--- src/rtl/cond_pkg.sv ---
// Shared definitions for the condition/flag unit and anything that models it.
//   cond_t    : 4-bit instruction condition field (EQ..AL, UNC)
//   FLAG_*    : bit positions of N, Z, C, V inside the 4-bit flag vector
//   cond_eval : evaluates a condition code against a {N,Z,C,V} flag vector
package cond_pkg;

  typedef enum logic [3:0] {
    EQ  = 4'd0,
    NE  = 4'd1,
    CS  = 4'd2,
    CC  = 4'd3,
    MI  = 4'd4,
    PL  = 4'd5,
    VS  = 4'd6,
    VC  = 4'd7,
    HI  = 4'd8,
    LS  = 4'd9,
    GE  = 4'd10,
    LT  = 4'd11,
    GT  = 4'd12,
    LE  = 4'd13,
    AL  = 4'd14,
    UNC = 4'd15
  } cond_t;

  localparam int FLAG_N = 3;
  localparam int FLAG_Z = 2;
  localparam int FLAG_C = 1;
  localparam int FLAG_V = 0;

  // An unknown condition field matches no case item and falls to the
  // default, so an X/Z condition never lets an instruction through.
  function automatic logic cond_eval(input cond_t c, input logic [3:0] f);
    logic r;
    logic n, z, cf, v;
    n  = f[FLAG_N];
    z  = f[FLAG_Z];
    cf = f[FLAG_C];
    v  = f[FLAG_V];
    r  = 1'b0;
    case (c)
      EQ:      r = z;
      NE:      r = ~z;
      CS:      r = cf;
      CC:      r = ~cf;
      MI:      r = n;
      PL:      r = ~n;
      VS:      r = v;
      VC:      r = ~v;
      HI:      r = cf & ~z;
      LS:      r = ~cf | z;
      GE:      r = (n == v);
      LT:      r = (n != v);
      GT:      r = ~z & (n == v);
      LE:      r = z | (n != v);
      AL:      r = 1'b1;
      UNC:     r = 1'b1;
      default: r = 1'b0;
    endcase
    return r;
  endfunction

endpackage

--- src/rtl/flag_reg.sv ---
// Architectural flag register with independently writable NZ and CV halves.
//   clk_i : clock, rising edge
//   rst_i : asynchronous active-high reset, clears all flags
//   en_i  : advance enable; 0 holds the register regardless of we_i
//   we_i  : [1] write NZ half, [0] write CV half
//   d_i   : new {N,Z,C,V}
//   q_o   : stored {N,Z,C,V}
module flag_reg
  import cond_pkg::*;
(
  input  logic       clk_i,
  input  logic       rst_i,
  input  logic       en_i,
  input  logic [1:0] we_i,
  input  logic [3:0] d_i,
  output logic [3:0] q_o
);

  logic [3:0] flags_q;
  logic [3:0] flags_d;

  always_comb begin
    flags_d = flags_q;
    if (en_i) begin
      if (we_i[1]) flags_d[FLAG_N:FLAG_Z] = d_i[FLAG_N:FLAG_Z];
      if (we_i[0]) flags_d[FLAG_C:FLAG_V] = d_i[FLAG_C:FLAG_V];
    end
  end

  always_ff @(posedge clk_i or posedge rst_i) begin
    if (rst_i) flags_q <= 4'b0000;
    else       flags_q <= flags_d;
  end

  assign q_o = flags_q;

endmodule

--- src/rtl/cond_flags_unit.sv ---
// Condition evaluation, flag register and datapath strobe gating.
//   clk, reset : clock (rising edge), asynchronous active-high reset
//   en         : advance enable; 0 stalls flag and output registers
//   cond       : condition field of the current instruction
//   aluflags   : {N,Z,C,V} from the ALU, same cycle as cond
//   flag_w     : [1] request NZ update, [0] request CV update
//   pcs/regw/memw : decoded PC / register / memory write requests
//   nowrite    : compare-type op, suppresses the register write only
//   flags      : stored {N,Z,C,V}
//   cond_ex, pcsrc, regwrite, memwrite : gated results
// PIPE = 0 gives combinational strobes; PIPE = 1 registers them (1 cycle).
module cond_flags_unit
  import cond_pkg::*;
#(
  parameter int PIPE = 0
) (
  input  logic       clk,
  input  logic       reset,
  input  logic       en,
  input  logic [3:0] cond,
  input  logic [3:0] aluflags,
  input  logic [1:0] flag_w,
  input  logic       pcs,
  input  logic       regw,
  input  logic       memw,
  input  logic       nowrite,
  output logic [3:0] flags,
  output logic       cond_ex,
  output logic       pcsrc,
  output logic       regwrite,
  output logic       memwrite
);

  logic       cond_ok;
  logic [1:0] flag_we;
  logic [3:0] strobe_d;

  // Evaluated against the stored flags, so a flag-setting instruction
  // never influences its own condition.
  assign cond_ok = cond_eval(cond_t'(cond), flags);

  // A failed condition blocks both halves of the flag update.
  assign flag_we = flag_w & {2{cond_ok}};

  flag_reg u_flag_reg (
    .clk_i (clk),
    .rst_i (reset),
    .en_i  (en),
    .we_i  (flag_we),
    .d_i   (aluflags),
    .q_o   (flags)
  );

  // Packed as {cond_ex, pcsrc, regwrite, memwrite}.
  assign strobe_d = {cond_ok,
                     pcs & cond_ok,
                     regw & cond_ok & ~nowrite,
                     memw & cond_ok};

  generate
    if (PIPE != 0) begin : g_pipe
      logic [3:0] strobe_q;

      always_ff @(posedge clk or posedge reset) begin
        if (reset)   strobe_q <= 4'b0000;
        else if (en) strobe_q <= strobe_d;
      end

      assign {cond_ex, pcsrc, regwrite, memwrite} = strobe_q;
    end else begin : g_comb
      assign {cond_ex, pcsrc, regwrite, memwrite} = strobe_d;
    end
  endgenerate

endmodule

--- config.mk ---
export PLATFORM = sky130hd
export DESIGN_NAME = cond_flags_unit
export DESIGN_NICKNAME = d
export VERILOG_FILES = /design/src/rtl/cond_pkg.sv /design/src/rtl/flag_reg.sv /design/src/rtl/cond_flags_unit.sv
export SDC_FILE = /design/constraint.sdc
export NUM_CORES = 1
export LEC_CHECK = 0
export CAP_MARGIN = 0
export CORE_AREA = 4 4 41 43
export CTS_CLUSTER_DIAMETER = 200
export CTS_CLUSTER_SIZE = 14
export DETAILED_ROUTE_END_ITERATION = 7
export DIE_AREA = 0 0 45 47
export PLACE_DENSITY = 0.77
export RECOVER_POWER = 100
export SYNTH_ARGS = -nofsm -noshare
export SYNTH_HDL_FRONTEND = slang
export SYNTH_SLANG_ARGS = --single-unit
--- constraint.sdc ---
create_clock -name clk -period 2.1 [get_ports clk]
set_input_delay 0.42 -clock clk [delete_from_list [all_inputs] [get_ports clk]]
set_output_delay 0.42 -clock clk [all_outputs]
set_load 0.02 [all_outputs]
==> impl_results.md, run 1 <==
- Status: complete, but fails checks
- Failing checks: negative setup slack
- Buffers on Ports: 24
- Hpwl dp: 1.09 mm
- Tcrit/Tclk final: 106%
- Setup violators final: 4
- Max Slew Vio Count: 0
- H-tree depth: 1
- Routed Antenna Nets: 0
- Largest net degree at the start of global routing: 10
- Share of layout cells above drive strength 1: 54.8%
- Number of buffers created by CTS: 3
- Number of synthesized register bits: 4
- Crit path to: cond_ex
- Switching share of power: 41.6%
- Placeable Area: around 1300 sq um
- Worst hold path class: in2async
- First-pass GRT wire length: 2.39 mm
- Initial antenna violation count: 0
- Overall Global Routing Usage: 15.5%
- Layout area overhead: 116%
- Die X: between 40 and 50 um
- Worst EP required: 1.68 ns
- Clk network pwr share: 10.0%
- Crit-path cells: xor2_2 -> and3_4 -> o311ai_4 -> and2_4 -> nor2_1 -> buf_2
- Worst path slowest cell: dfrtp_2
- Place WS: -0.996 ns
- CTS max path bufs: 2
- Initial drt markers: 7
- R2r setup slk: approximately 0.11 ns
- Internal Power: 0.557 mW
- Starting Density: 34.1%
- Synth Area per Inst: 8.88 sq um
- Nets: 112
- CP max stage delay: 0.43 ns
- Hold_buf cts: 0
- Skew-Pair Late Insertion Delay: 0.24 ns
- Total global routing overflow: 0
- Fin crit period: 2.23 ns
- DRC: 0
- Max-slew headroom: 81.7%
- Final worst setup slack: -0.126 ns
- Die H: 47 um
- Flop pwr share: roughly a fifth
- Sequential area share after synthesis: 22.5%
- DRT Wirelength: between 1.5 and 2 mm
- IO Pins: 25
- Startpoint types: flip-flop
- Leading cell type in the layout, fill and taps excluded: buf_4
- Fin. Hold Viols: 0
- Setup TNS: -0.497 ns
- R2R cell count: 7
- Worst VDD drop: 0.696 mV
- Worst-Margin Slew: 0.274 ns
- Die Footprint: 2120 sq um
- Fin Hold WS: a little over 0.5 ns
- Post-Layout Inst Area: about 960 sq um
- Diodes inserted: 0
- Crit end category: output port
- Area after DPL: just over 800 sq um
- Synth Net Count: 67
- DRT Pass-1 Iters: 2
- Cell variety after synth: 30
- Drt wl/cell: 14.4 um
- Cell count along the critical path: 6
- Worst r2r src: u_flag_reg.q_o[2]
- WS Path Type: reg2out
- CP Max Fanout: 5
- Max-cap violations: 0
- Psw: 0.397 mW
- Synthesized area: 444 sq um
- CTS tree: built
- Rows: 13
- Largest delay share family, worst path: simple AND/OR/NAND/NOR gates
- Pwr/cell area: 995 nW/um^2
- Layout Skew: around 0.0024 ns
- Gate power share: between 60% and 70%
- Vias after detailed routing: 574
- Clock Pin Slew Worst Setup and Hold Paths: about 0.040 ns
- Number of global-route vias before repair: just under 600
- Via/cell ratio: 5.31
- Leading cell types in the layout, fill and taps excluded: 19 x buf_4, 11 x clkdlybuf4s50_1, 5 x dlygate4sd3_1
- Total power: 0.954 mW
- Max reg flops: 4
- Critical Path AT: 1.81 ns
- Syn. warnings: 0
- F_max: between 400 and 500 MHz
- Cells after synthesis: 50
- Setup crit start: u_flag_reg.q_o[0]
- GPL Wtd Cong: 0.831
- Clock Sinks: 4
- RSZ-0062 raised after global routing: yes
- Reg2Reg Capture Point: u_flag_reg.q_o[3]
- CTS Root Cell: clkbuf_4
- CP Buf/Inv Count: 1
- Leakage: 0.400 nW
[area by class of cell]
type / instances / area [sq um]
Inverter: 3 / 11.3
Sequential cell: 4 / 104
Tap cell: 15 / 18.8
Clock buffer: 3 / 22.5
Fill cell: 107 / 342
Multi-Input combinational cell: 40 / 430
Timing Repair Buffer: 43 / 373
[synthesized netlist by cell type, drive strengths merged]
cell type  n  area share (%)
nand2b     1             1.4
a211oi     3             7.3
buf        3             3.4
nand4bb    1             2.5
or4        1             1.7
xor2       1             2.0
o32ai      2             3.9
o311ai     1             3.7
nor2b      2             2.8
nand3      2             2.3
and3       1             1.4
a32o       1             2.3
mux2       3             7.6
a21o       1             1.7
inv        3             2.5
and3b      1             2.0
nor3b      3             5.1
nor2       2             2.3
a21oi      3             3.4
nand2      4             3.4
a21bo      1             2.3
nor4b      2             5.4
and2       2             3.4
o221ai     1             2.0
xnor2      1             2.0
dfrtp      4              23
[stage by stage]
step	cells	util (%)
final	108	73.8
after global routing	108	73.8
after CTS	105	69.5
after detailed placement	100	63.1
after global placement	100	63.1
after floorplan	50	-
[cells by family after synthesis]
logic type	after synthesis	share of synthesized area, %
buffers and inverters	6	5.91
AND/OR/NAND/NOR	22	33.5
multiplexers	3	7.61
AO/OA/AOI/OAI	13	26.5
XOR/XNOR	2	3.94
flip-flops	4	22.5
[power groups by stage]
stage / registers (mW) / clock network (mW) / logic, mW
detailed placement: 0.172 / 0 / 0.562
global placement: 0.171 / 0 / 0.558
finish: 0.193 / 0.0959 / 0.666
global route: 0.201 / 0.106 / 0.714
CTS: 0.193 / 0.101 / 0.611
floorplan: 0.213 / 0 / 0.237
[how the worst min path moves through the flow]
| stage | start | endpoint | slack, ns | cells past startpoint |
|---|---|---|---|---|
| after detailed placement | reset | u_flag_reg.q_o[3] | 0.62 | 2 |
| final | reset | u_flag_reg.q_o[1] | 0.50 | 2 |
| after floorplan | reset | u_flag_reg.q_o[0] | 0.19 | 1 |
| after global routing | reset | u_flag_reg.q_o[1] | 0.52 | 2 |
| after CTS | reset | u_flag_reg.q_o[1] | 0.36 | 2 |
| after global placement | reset | u_flag_reg.q_o[1] | 0.61 | 2 |
[routing by layer]
| layer | GRT usage (%) | wire length (um) |
|---|---|---|
| met4 | 10.5 | 33 |
| met2 | 28.8 | 857 |
| met5 | 0 | 0 |
| met1 | 16.6 | 625 |
| met3 | 1.15 | 43 |
[worst register-to-register path, delay by kind of cell (launching register included)]
kind,cells,cell delay (ns)
compound gates,1,0.05
simple gates,2,0.64
flops,1,0.44
buf+inv,3,0.42
mux,1,0.31
[what timing repair did]
action | 4_1_cts | 5_1_grt
endpoints found under the setup margin | 7 | 7
buffers inserted | 2 | 4
pin swaps | 7 | 10
resized for setup | 44 | 9
No activity file was read; power rests on OpenSTA's default activity.
==> run 2: changes to the inputs <==
--- a/config.mk
+++ b/config.mk
@@ -6,11 +6,11 @@
 export NUM_CORES = 1
 export LEC_CHECK = 0
 export CAP_MARGIN = 0
-export CORE_AREA = 4 4 41 43
+export CORE_AREA = 2 2 39 41
 export CTS_CLUSTER_DIAMETER = 200
 export CTS_CLUSTER_SIZE = 14
 export DETAILED_ROUTE_END_ITERATION = 7
-export DIE_AREA = 0 0 45 47
+export DIE_AREA = 0 0 41 43
 export PLACE_DENSITY = 0.77
 export RECOVER_POWER = 100
 export SYNTH_ARGS = -nofsm -noshare
==> constraint.sdc (replaced) <==
create_clock -name clk -period 2.1 [get_ports clk]
set_input_delay 0.42 -clock clk [delete_from_list [all_inputs] [get_ports clk]]
set_output_delay 0.42 -clock clk [all_outputs]
set_load 0.05 [all_outputs]
==> impl_results.md, run 2 (same netlist as run 1, synthesis figures left out) <==
- Status: complete, but fails checks (unchanged)
- Failing checks: negative setup slack (unchanged)
- Clock Pin Slew Worst Setup and Hold Paths: 0.04 ns (about the same)
- Largest net degree at the start of global routing: 9 (was 10)
- CTS tree: built (unchanged)
- Number of buffers created by CTS: 3 (unchanged)
- Max-slew headroom: 66.9% (was 81.7%)
- Leading cell type in the layout, fill and taps excluded: buf_4 (unchanged)
- CTS Root Cell: clkbuf_4 (unchanged)
- Worst VDD drop: 0.752 mV (was 0.696 mV)
- Initial drt markers: 2 (was 7)
- Critical Path AT: 1.89 ns (was 1.81 ns)
- Die Footprint: 1760 sq um (was 2120 sq um)
- Leakage: 0.430 nW (was 0.400 nW)
- Worst EP required: 1.68 ns (about the same)
- Tcrit/Tclk final: 110% (was 106%)
- Drt wl/cell: 13.1 um (was 14.4 um)
- DRT Wirelength: 1.46 mm (was 1.56 mm)
- Placeable Area: 1380 sq um (was 1300 sq um)
- Crit end category: output port (unchanged)
- Register Area: 105 sq um (was 104 sq um)
- First-pass GRT wire length: 2.25 mm (was 2.39 mm)
- Nets: 114 (was 112)
- Routed Antenna Nets: 0 (unchanged)
- Final worst setup slack: -0.207 ns (was -0.126 ns)
- Worst-Margin Slew: 0.495 ns (was 0.274 ns)
- Leading cell types in the layout, fill and taps excluded: 15 x buf_4, 14 x clkdlybuf4s50_1, 7 x buf_6 (was 19 x buf_4, 11 x clkdlybuf4s50_1, 5 x dlygate4sd3_1)
- Core Util, Final: 73.9% (was 73.8%)
- Diodes inserted: 0 (unchanged)
- Fin. Hold Viols: 0 (unchanged)
- Clock Sinks: 4 (unchanged)
- Number of global-route vias before repair: 548 (was 596)
- Worst hold path class: in2async (unchanged)
- RSZ-0062 raised after global routing: yes (unchanged)
- # fillers: 97 (was 107)
- Skew-Pair Late Insertion Delay: 0.24 ns (about the same)
- Layout area overhead: 130% (was 116%)
- CP Max Fanout: 5 (unchanged)
- IO Pins: 25 (unchanged)
- Max-cap violations: 0 (unchanged)
- Fin cells: 111 (was 108)
- Fin Hold WS: 0.520 ns (was 0.503 ns)
- Cell count after placement: 97 (was 100)
- Overall Global Routing Usage: 18.9% (was 15.5%)
- Setup violators final: 4 (unchanged)
- Place WS: -0.549 ns (was -0.996 ns)
- Via/cell ratio: 4.96 (was 5.31)
- Pwr/cell area: 1140 nW/um^2 (was 995 nW/um^2)
- WS Path Type: reg2out (unchanged)
- Share of layout cells above drive strength 1: 56.8% (was 54.8%)
- Startpoint types: flip-flop (unchanged)
- Hpwl dp: 912 um (was 1.09 mm)
- H-tree depth: 1 (unchanged)
- Initial antenna violation count: 0 (unchanged)
- R2R cell count: 7 (unchanged)
- Die X: 41 um (was 45 um)
- Buffers on Ports: 24 (unchanged)
- Die H: 43 um (was 47 um)
- DRT Pass-1 Iters: 2 (unchanged)
- Total global routing overflow: 0 (unchanged)
- GPL Wtd Cong: 0.705 (was 0.831)
- Max Slew Vio Count: 0 (unchanged)
- CTS max path bufs: 2 (unchanged)
- Layout Skew: 0.00568 ns (was 0.00243 ns)
- Fin crit period: 2.31 ns (was 2.23 ns)
- Vias after detailed routing: 551 (was 574)
- F_max: 433 MHz (was 449 MHz)
- DRC: 0 (unchanged)
- Rows: 14 (was 13)
- Area of the multi-input gates: 444 sq um (was 430 sq um)
- Starting Density: 32.1% (was 34.1%)
- Max reg flops: 4 (unchanged)
## run 2: changes by cell type in the layout (fill, tap and decap cells not counted), sizes merged
cell | before | now
dlygate4sd3 | 5 | 2
clkdlybuf4s15 | 2 | 1
buf | 25 | 26
clkbuf | 3 | 4
bufbuf | 0 | 1
clkdlybuf4s50 | 11 | 14
## run 2: cell type report
| class | count | area share (%) |
|---|---|---|
| flip-flops and latches | 4 | 10.3 |
| clock buffers | 3 | 2.20 |
| inverters | 3 | 1.10 |
| multi-input cells | 40 | 43.5 |
| well taps | 16 | 1.96 |
| repair buffers | 45 | 41.0 |
## run 2: per-layer routing
metal	GRT usage, %	routed length, um
met4	9.33	0
met3	3.66	57
met2	31.6	824
met1	21.2	575
met5	0	0
## run 2: repair_timing
item | 4_1_cts | 5_1_grt
endpoints found under the setup margin | 7 | 7
setup buffers | 11 | 2
pin swaps | 8 | 5
hold buffers | 0 | 0
gates resized for setup | 24 | 10
## run 2: through the flow
step / area [sq um] / power [mW] / TNS (ns)
floorplan: 504 / 0.612 / -0.551
global placement: 827 / 0.821 / -2.99
detailed placement: 827 / 0.830 / -3.16
CTS: 987 / 1.13 / -0.736
global route: 1020 / 1.23 / -1.21
finish: 1020 / 1.16 / -0.813
## run 2: report_power, final
| part | switching, mW | internal [mW] | total [mW] |
|---|---|---|---|
| Clock | 0.0311 | 0.0639 | 0.0950 |
| Sequential | 0.0632 | 0.124 | 0.187 |
| Combinational | 0.443 | 0.436 | 0.879 |
## run 2: final timing paths
kind	start	end	slack, ns
max	u_flag_reg.q_o[2]	regwrite	-0.21
min	reset	u_flag_reg.q_o[2]	0.52
max reg2reg	u_flag_reg.q_o[2]	u_flag_reg.q_o[3]	0.01
min reg2reg	u_flag_reg.q_o[1]	u_flag_reg.q_o[1]	0.56
max in group asynchronous	reset	u_flag_reg.q_o[0]	1.42
min in group clk	u_flag_reg.q_o[1]	u_flag_reg.q_o[1]	0.56
## run 2: critical path: stages (launching register included)
cell and delay, ns:
dfrtp_2 0.41, clkbuf_1 0.14, or4_1 0.53, nor2_1 0.09
bufbuf_8 0.28, nor4b_4 0.05, buf_12 0.14
==> run 3: changes to the inputs <==
--- a/config.mk
+++ b/config.mk
@@ -11,7 +11,8 @@
 export CTS_CLUSTER_SIZE = 14
 export DETAILED_ROUTE_END_ITERATION = 7
 export DIE_AREA = 0 0 41 43
-export PLACE_DENSITY = 0.77
+export DONT_BUFFER_PORTS = 1
+export PLACE_DENSITY = 0.53
 export RECOVER_POWER = 100
 export SYNTH_ARGS = -nofsm -noshare
 export SYNTH_HDL_FRONTEND = slang
==> impl_results.md, run 3 (same netlist as run 1, synthesis figures left out) <==
- Failing checks: negative setup slack (unchanged)
- R2r setup slk: 0.13 ns (was 0.01 ns)
- Max reg flops: 4 (unchanged)
- Status: complete, but fails checks (unchanged)
- Area after DPL: 649 sq um (was 827 sq um)
- CP Max Fanout: 6 (was 5)
- Leading cell types in the layout, fill and taps excluded: 5 x buf_12, 4 x nand2_1, 4 x buf_4, 4 x dfrtp_2 (was 15 x buf_4, 14 x clkdlybuf4s50_1, 7 x buf_6)
- Rows: 14 (unchanged)
- Layout area overhead: 55.2% (was 130%)
- Place WS: 0.00276 ns (was -0.549 ns)
- Vias after detailed routing: 428 (was 551)
- Skew-Pair Late Insertion Delay: 0.23 ns (was 0.24 ns)
- Post-Layout Inst Area: 689 sq um (was 1020 sq um)
- Tcrit/Tclk final: 109% (was 110%)
- RSZ-0062 raised after global routing: yes (unchanged)
- Max Slew Vio Count: 0 (unchanged)
- Critical Path AT: 1.87 ns (was 1.89 ns)
- DRC: 0 (unchanged)
- Fin. Hold Viols: 0 (unchanged)
- Number of global-route vias before repair: 380 (was 548)
- DRT Wirelength: 1.05 mm (was 1.46 mm)
- Final worst setup slack: -0.188 ns (was -0.207 ns)
- Worst EP required: 1.68 ns (about the same)
- Layout Skew: 0.00126 ns (was 0.00568 ns)
- Pwr/cell area: 1350 nW/um^2 (was 1140 nW/um^2)
- Die Footprint: 1760 sq um (unchanged)
- CTS max path bufs: 2 (unchanged)
- Clock Pin Slew Worst Setup and Hold Paths: 0.04 ns (about the same)
- Drt wl/cell: 13.1 um (about the same)
- WS Path Type: reg2out (unchanged)
- DRT Pass-1 Iters: 4 (was 2)
- Clock Sinks: 4 (unchanged)
- Startpoint types: flip-flop (unchanged)
- Crit end category: output port (unchanged)
- Leakage: 0.262 nW (was 0.430 nW)
- Nets: 83 (was 114)
- Starting Density: 32.1% (unchanged)
- Diodes inserted: 0 (unchanged)
- Placeable Area: 1380 sq um (unchanged)
- Max-slew headroom: 58.2% (was 66.9%)
- Worst path slowest cell: dfrtp_2 (was or4_1)
- Setup violators final: 4 (unchanged)
- Hpwl dp: 817 um (was 912 um)
- Worst-Margin Slew: 0.628 ns (was 0.495 ns)
- Buffers on Ports: 0 (was 24)
- Fin crit period: 2.29 ns (was 2.31 ns)
- Worst hold path class: in2reg (was in2async)
- Total global routing overflow: 0 (unchanged)
- Initial drt markers: 9 (was 2)
- CP max stage delay: 0.43 ns (was 0.53 ns)
- Max-cap violations: 0 (unchanged)
- CTS Root Cell: clkbuf_4 (unchanged)
- Share of layout cells above drive strength 1: 48.4% (was 56.8%)
- Initial antenna violation count: 0 (unchanged)
- IO Pins: 25 (unchanged)
- Number of buffers created by CTS: 3 (unchanged)
- Via/cell ratio: 5.35 (was 4.96)
- CTS tree: built (unchanged)
- Leading cell type in the layout, fill and taps excluded: buf_12 (was buf_4)
- Overall Global Routing Usage: 14.2% (was 18.9%)
- Die H: 43 um (unchanged)
- Worst VDD drop: 0.716 mV (was 0.752 mV)
- First-pass GRT wire length: 1.70 mm (was 2.25 mm)
- Routed Antenna Nets: 0 (unchanged)
- Crit-path cells: nand4bb_1 -> o221ai_2 -> o311ai_2 -> and2_4 -> nor4b_4 -> buf_12 (was clkbuf_1 -> or4_1 -> nor2_1 -> bufbuf_8 -> nor4b_4 -> buf_12)
- Die X: 41 um (unchanged)
- H-tree depth: 1 (unchanged)
- Largest net degree at the start of global routing: 11 (was 9)
- GPL Wtd Cong: 0.633 (was 0.705)
- F_max: 437 MHz (was 433 MHz)
==> run 3: cell types whose count changed in the layout (fill, tap and decap cells not counted), sizes merged <==
| cell | before | now |
|---|---|---|
| buf | 26 | 9 |
| bufbuf | 1 | 0 |
| clkbuf | 4 | 7 |
| clkdlybuf4s15 | 1 | 0 |
| clkdlybuf4s50 | 14 | 0 |
| dlygate4sd3 | 2 | 1 |
==> run 3: worst max-delay path, delay by kind of cell, from the launching register on <==
kind,cells,cell delay (ns)
buf+inv,1,0.18
simple gates,3,0.70
compound gates,2,0.32
flops,1,0.43
==> run 3: worst paths after layout <==
path	startpoint	end	depth (start not counted)
worst max-delay path	u_flag_reg.q_o[2]	regwrite	6
worst min-delay path	aluflags[1]	u_flag_reg.q_o[1]	1
worst max register to register	u_flag_reg.q_o[2]	u_flag_reg.q_o[3]	7
worst min register to register	u_flag_reg.q_o[2]	u_flag_reg.q_o[2]	2
max in group asynchronous	reset	u_flag_reg.q_o[3]	2
min in group asynchronous	reset	u_flag_reg.q_o[0]	2
==> run 3: metrics by stage <==
stage	std cells	utilization, %	TNS, ns	hold WS, ns	total power, mW
floorplan	50	-	-0.551	0.186	0.612
global placement	75	46.9	0	0.200	0.838
detailed placement	75	46.9	0	0.204	0.838
CTS	80	50.8	-0.713	0.313	0.965
global route	80	49.8	-0.919	0.318	0.975
finish	80	49.8	-0.596	0.322	0.929
==> run 3: per-layer routing <==
metal | wire length (um) | GRT usage (%) | part of all wire [%]
met1 | 468 | 20.2 | 45
met2 | 520 | 19.1 | 50
met3 | 58 | 3.14 | 5.5
met4 | 0 | 8.00 | 0
met5 | 0 | 0 | 0
==> run 3: final cells by class <==
| cell class | instances | area, sq um |
|---|---|---|
| fill | 139 | 694 |
| inverter | 3 | 11.3 |
| tap | 16 | 20.0 |
| sequential | 4 | 105 |
| timing repair buffer | 14 | 156 |
| clock buffer | 3 | 22.5 |
| multi-input combinational | 40 | 374 |
==> run 3: what timing repair did <==
| action | CTS | global route |
|---|---|---|
| resized for setup | 2 | 0 |
| hold buffers | 1 | 0 |
| cloned | 0 | 0 |
| setup buffers | 1 | 0 |
| pin swaps | 2 | 1 |
| hold endpoints to repair | 4 | 0 |
| endpoints found under the setup margin | 4 | 4 |
==> run 3: where the power goes <==
group / internal [mW] / total, mW / switching (mW)
clock network: 0.0637 / 0.0920 / 0.0283
logic: 0.272 / 0.645 / 0.373
registers: 0.124 / 0.192 / 0.0682
total: 0.459 / 0.929 / 0.469
